`config.mk`:
```
export PLATFORM = sky130hd
export DESIGN_NAME = xcore_gnrl_fifo
export DESIGN_NICKNAME = d
export VERILOG_FILES = /design/src/rtl/xcore_gnrl_pkg.sv /design/src/rtl/xcore_gnrl_fifo_ptr.sv /design/src/rtl/xcore_gnrl_fifo.sv
export SDC_FILE = /design/constraint.sdc
export NUM_CORES = 1
export LEC_CHECK = 0
export ABC_AREA = 1
export CAP_MARGIN = 15
export CORE_MARGIN = 3
export CORE_UTILIZATION = 34
export CTS_CLUSTER_DIAMETER = 100
export DETAILED_ROUTE_END_ITERATION = 8
export DONT_BUFFER_PORTS = 1
export HOLD_SLACK_MARGIN = 0.08
export PLACE_DENSITY = 0.51
export SLEW_MARGIN = 20
export SYNTH_ARGS = -nofsm -noshare
export SYNTH_HDL_FRONTEND = slang
export SYNTH_SLANG_ARGS = --single-unit
```
`constraint.sdc`:
```
create_clock -name clk -period 3.64 [get_ports clk]
set_input_delay 0.728 -clock clk [delete_from_list [all_inputs] [get_ports clk]]
set_output_delay 0.728 -clock clk [all_outputs]
set_load 0.01 [all_outputs]
```
`src/rtl/xcore_gnrl_pkg.sv`:
```
`default_nettype none
// ==== xcore_gnrl_pkg : shared helpers for the xcore_gnrl_* blocks ====
// ==== rev 1.0                                                       ====
package xcore_gnrl_pkg;

  function automatic int unsigned clog2(input int unsigned v);
    int unsigned r;
    r = 0;
    while ((32'd1 << r) < v) r = r + 1;
    return r;
  endfunction

  function automatic bit is_pow2(input int unsigned v);
    return (v != 0) && ((v & (v - 1)) == 0);
  endfunction

endpackage
`default_nettype wire

```
`src/rtl/xcore_gnrl_fifo_ptr.sv`:
```
`default_nettype none
// ==== xcore_gnrl_fifo_ptr : wrapping pointer counter with increment enable ====
// ==== rev 1.0                                                              ====
module xcore_gnrl_fifo_ptr
  import xcore_gnrl_pkg::*;
#(
  parameter int unsigned W = 3
) (
  input  logic         clk,
  input  logic         reset,
  input  logic         inc_i,
  output logic [W-1:0] ptr_o
);

  logic [W-1:0] ptr_q;
  logic [W-1:0] ptr_d;

  // Full-width increment: the MSB acts as the wrap flag.
  assign ptr_d = inc_i ? ptr_q + W'(1) : ptr_q;

  always_ff @(posedge clk or negedge reset) begin
    if (!reset) ptr_q <= '0;
    else        ptr_q <= ptr_d;
  end

  assign ptr_o = ptr_q;

endmodule
`default_nettype wire

```
`src/rtl/xcore_gnrl_fifo.sv`:
```
`default_nettype none
// ==== xcore_gnrl_fifo : synchronous valid/ready FIFO, register storage ====
// ==== rev 1.0                                                          ====
module xcore_gnrl_fifo
  import xcore_gnrl_pkg::*;
#(
  parameter int unsigned DW = 8,
  parameter int unsigned DP = 4
) (
  input  logic                      clk,
  input  logic                      reset,
  input  logic                      i_vld,
  output logic                      i_rdy,
  input  logic [DW-1:0]             i_dat,
  output logic                      o_vld,
  input  logic                      o_rdy,
  output logic [DW-1:0]             o_dat,
  output logic [clog2(DP):0]        count,
  output logic                      full,
  output logic                      empty
);

  localparam int unsigned AW = clog2(DP);

  generate
    if (!is_pow2(DP) || DP < 2 || DW < 1) begin : g_param_bad
      $fatal(1, "xcore_gnrl_fifo: DP must be a power of two >= 2 and DW >= 1");
    end
  endgenerate

  logic [AW:0]   wptr_q;
  logic [AW:0]   rptr_q;
  logic          wr_fire;
  logic          rd_fire;
  logic [DW-1:0] mem_q [DP];

  assign wr_fire = i_vld & i_rdy;
  assign rd_fire = o_vld & o_rdy;

  xcore_gnrl_fifo_ptr #(.W(AW + 1)) u_wptr (
    .clk   (clk),
    .reset (reset),
    .inc_i (wr_fire),
    .ptr_o (wptr_q)
  );

  xcore_gnrl_fifo_ptr #(.W(AW + 1)) u_rptr (
    .clk   (clk),
    .reset (reset),
    .inc_i (rd_fire),
    .ptr_o (rptr_q)
  );

  always_ff @(posedge clk or negedge reset) begin
    if (!reset) begin
      for (int i = 0; i < DP; i++) mem_q[i] <= '0;
    end else begin
      for (int i = 0; i < DP; i++) begin
        if (wr_fire && (wptr_q[AW-1:0] == AW'(i))) mem_q[i] <= i_dat;
      end
    end
  end

  // Status comes from pointers only, so no input reaches a ready/valid output.
  assign empty = (wptr_q == rptr_q);
  assign full  = (wptr_q[AW] != rptr_q[AW]) && (wptr_q[AW-1:0] == rptr_q[AW-1:0]);
  assign count = wptr_q - rptr_q;
  assign i_rdy = ~full;
  assign o_vld = ~empty;
  assign o_dat = mem_q[rptr_q[AW-1:0]];

endmodule
`default_nettype wire

```
==> flow_metrics.env <==
export IMPL_pre_cts_ws_ns=1.177
export IMPL_cts_tree="done"
export IMPL_synth_area_mm2=0.001996
export IMPL_layout_commonest_cell="nand2_1"
export IMPL_fillers=613
export IMPL_layout_drive_gt1_share_pct=5.128
export IMPL_synth_nets=261
export IMPL_path_class="register to primary output"
export IMPL_min_period_over_period_pct=75.17
export IMPL_power_density_mw_per_mm2=1004
export IMPL_ir_drop_mv=0.4467
export IMPL_fin_skew_ns=0.007959
export IMPL_routedWlPerCell_um=16.83
export IMPL_grtUsageTotal_pct=16.96
export IMPL_antenna_cells=0
export IMPL_cts_setup_buffers=0
export IMPL_ant_nets=0
export IMPL_cp_arrival_ns=2.01
export IMPL_worst_slew_pin_slew_ns=0.5155
export IMPL_die_w_um=82.62
export IMPL_clock_path_buffers=2
export IMPL_fin_ws_ns=0.9038
export IMPL_portBuffers=0
export IMPL_slew_headroom_pct=65.64
export IMPL_rsz0062_at_grt="no"
export IMPL_clockPowerShare_pct=17.3
export IMPL_setup_viol=0
export IMPL_slowest_stage="dfrtp_1"
export IMPL_wirelength_mm=5.149
export IMPL_row_count=27
export IMPL_grt_first_pass_wirelength_mm=8.424
export IMPL_critical_path_startpoint_type="register"
export IMPL_cpLargestDelayFamily="flip-flops"
export IMPL_p_leak_uw=0.001080
export IMPL_min_period_ns=2.736
export IMPL_seqPwrFrac_pct=35.7
export IMPL_clkTransAtPathRegs_ns=0.07
export IMPL_start_util_pct=35.59
export IMPL_cts_sinks=38
export IMPL_drc=0
export IMPL_ys_ff_latch=38
export IMPL_htreeDepth=2
export IMPL_worstPathCellList="inv_1, ha_1, nand2_1, inv_1, nand3_4, inv_1"
export IMPL_required_ns=2.91
export IMPL_die_y_um=82.62
export IMPL_multi_input_area_um2=910.9
export IMPL_seq_area_um2=950.9
export IMPL_intPower_uw=1146
export IMPL_synth_distinct_cells=18
export IMPL_core_mm2=0.005608
export IMPL_synthCells=241
export IMPL_grt_max_degree=41
export IMPL_switchingPower_uw=983.9
export IMPL_power_frac_comb_pct=46.9
export IMPL_final_cell_mix="nand2_1 (82), dfrtp_1 (38), nand4_1 (33)"
export IMPL_num_nets_final=254
export IMPL_cp_buffers_inverters=3
export IMPL_synth_area_per_cell_um2=8.281
export IMPL_switching_share_pct=46.20
export IMPL_vias=1617
export IMPL_finalMaxSlewViolations=0
export IMPL_ios=27
export IMPL_maxCapViolations=0
export IMPL_drt_pass1_iterations=4
export IMPL_setup_tns_ns=0
export IMPL_hold_violations=0
export IMPL_crit_fanout=22
export IMPL_finalWeightedCongestion=0.8867
export IMPL_cts_hold_buffers_added=0
export IMPL_cp_depth=6
export IMPL_slowest_delay_ns=0.56
export IMPL_max_freq_ghz=0.3655
export IMPL_r2r_cells=9
export IMPL_vias_per_cell=5.284
export IMPL_yosys_warnings=0
export IMPL_ctsResizeCount=0
export IMPL_syn2layout_area_growth_pct=6.269
export IMPL_hold_path_class="input port to async pin"
export IMPL_cts_root_buf="clkbuf_8"
export IMPL_status="finished clean"
export IMPL_critPathMostFrequentCell="inv_1"
export IMPL_cts_buffers=5
export IMPL_antenna_found_initial=0
export IMPL_insertion_delay_ns=0.29
export IMPL_die_area_mm2=0.006825
export IMPL_overflow=0
export IMPL_seq_area_frac_synth_pct=47.65
export IMPL_grt_pass1_vias=1507
export IMPL_end_kind="primary output"
export IMPL_drtIter0Drc=88
export IMPL_hpwlAfterDp_mm=3.627
-- layer usage --
metal | global-route usage [%] | wire [µm] | vias up
met5 | 0 | 0 | -
li1 | - | - | 800
met4 | 5.229 | 104 | 0
met2 | 25.24 | 2409 | 26
met3 | 3.688 | 175 | 9
met1 | 24.52 | 2460 | 782
-- synthesized netlist by cell type --
master,number,area (µm²)
fa_1,1,20.02
inv_1,11,41.29
buf_2,11,55.05
nand4_1,33,206.5
dfrtp_1,38,950.9
o21ai_0,16,80.08
clkbuf_1,3,11.26
xnor2_1,1,8.760
buf_8,1,15.01
nand2_1,82,307.8
ha_1,7,87.58
nand2_2,1,6.260
xor2_1,1,8.760
nor2_1,16,60.06
o22ai_1,8,50.05
nand3_4,2,35.03
nand3_1,8,40.04
buf_6,1,11.26
-- logic make-up after synthesis --
family | synth area share [%]
and+or+nand+nor | 32.85
DFF | 47.65
buffers and inverters | 6.708
AOI/OAI and AO/OA | 6.521
adders and majority gates | 5.392
xor gates and xnor gates | 0.8779
-- power groups by stage --
stage          logic, µW  clock network, µW  registers (µW)
2_1_floorplan        862                  0             712
3_3_place_gp        1000                  0             766
3_5_place_dp        1010                  0             761
4_1_cts             1010                374             759
5_1_grt             1150                396             786
6_report            1000                369             761
-- flip-flops by register name (all words and copies together) (netlist names) --
register	count
mem_q	32
u_wptr.ptr_o	3
u_rptr.ptr_o	3
-- worst paths after layout --
check                           slack, ns              end       startpoint
max in group asynchronous            3.43  u_rptr.ptr_o[0]            reset
min in group clk                     0.48        mem_q[23]        mem_q[23]
worst max register to register       1.19        mem_q[18]  u_rptr.ptr_o[1]
worst max-delay path                 0.90             full  u_rptr.ptr_o[1]
worst min register to register       0.48        mem_q[23]        mem_q[23]
worst min-delay path                 0.12         mem_q[1]            reset
-- through the flow --
step           hold WS (ns)  instance area [µm²]  std cells  util (%)  total power [µW]
2_1_floorplan        0.4324                 1996        241         -              1573
3_5_place_dp         0.4344                 2008        299     35.81              1772
4_1_cts              0.1158                 2121        306     37.82              2142
5_1_grt              0.1030                 2121        306     37.82              2333
3_3_place_gp         0.4341                 2008        299     35.81              1768
6_report             0.1229                 2121        306     37.82              2130
-- cell type report --
cell class / count / area share, %
Sequential cell: 38 / 44.84
Inverter: 11 / 1.947
Clock buffer: 6 / 3.894
Multi-Input combinational cell: 176 / 42.95
Tap cell: 72 / 4.248
Clock inverter: 1 / 1.416
Timing Repair Buffer: 2 / 0.7080
-- worst register-to-register path, cell delays in order, from the launching register on --
cell and delay [ns]:
dfrtp_1 0.56, inv_1 0.21, ha_1 0.33, nand2_1 0.06
inv_1 0.07, nand3_4 0.26, buf_4 0.30, nand3_1 0.34
nand2_1 0.16, nand2_1 0.06
(Power assumes the default switching activity.)
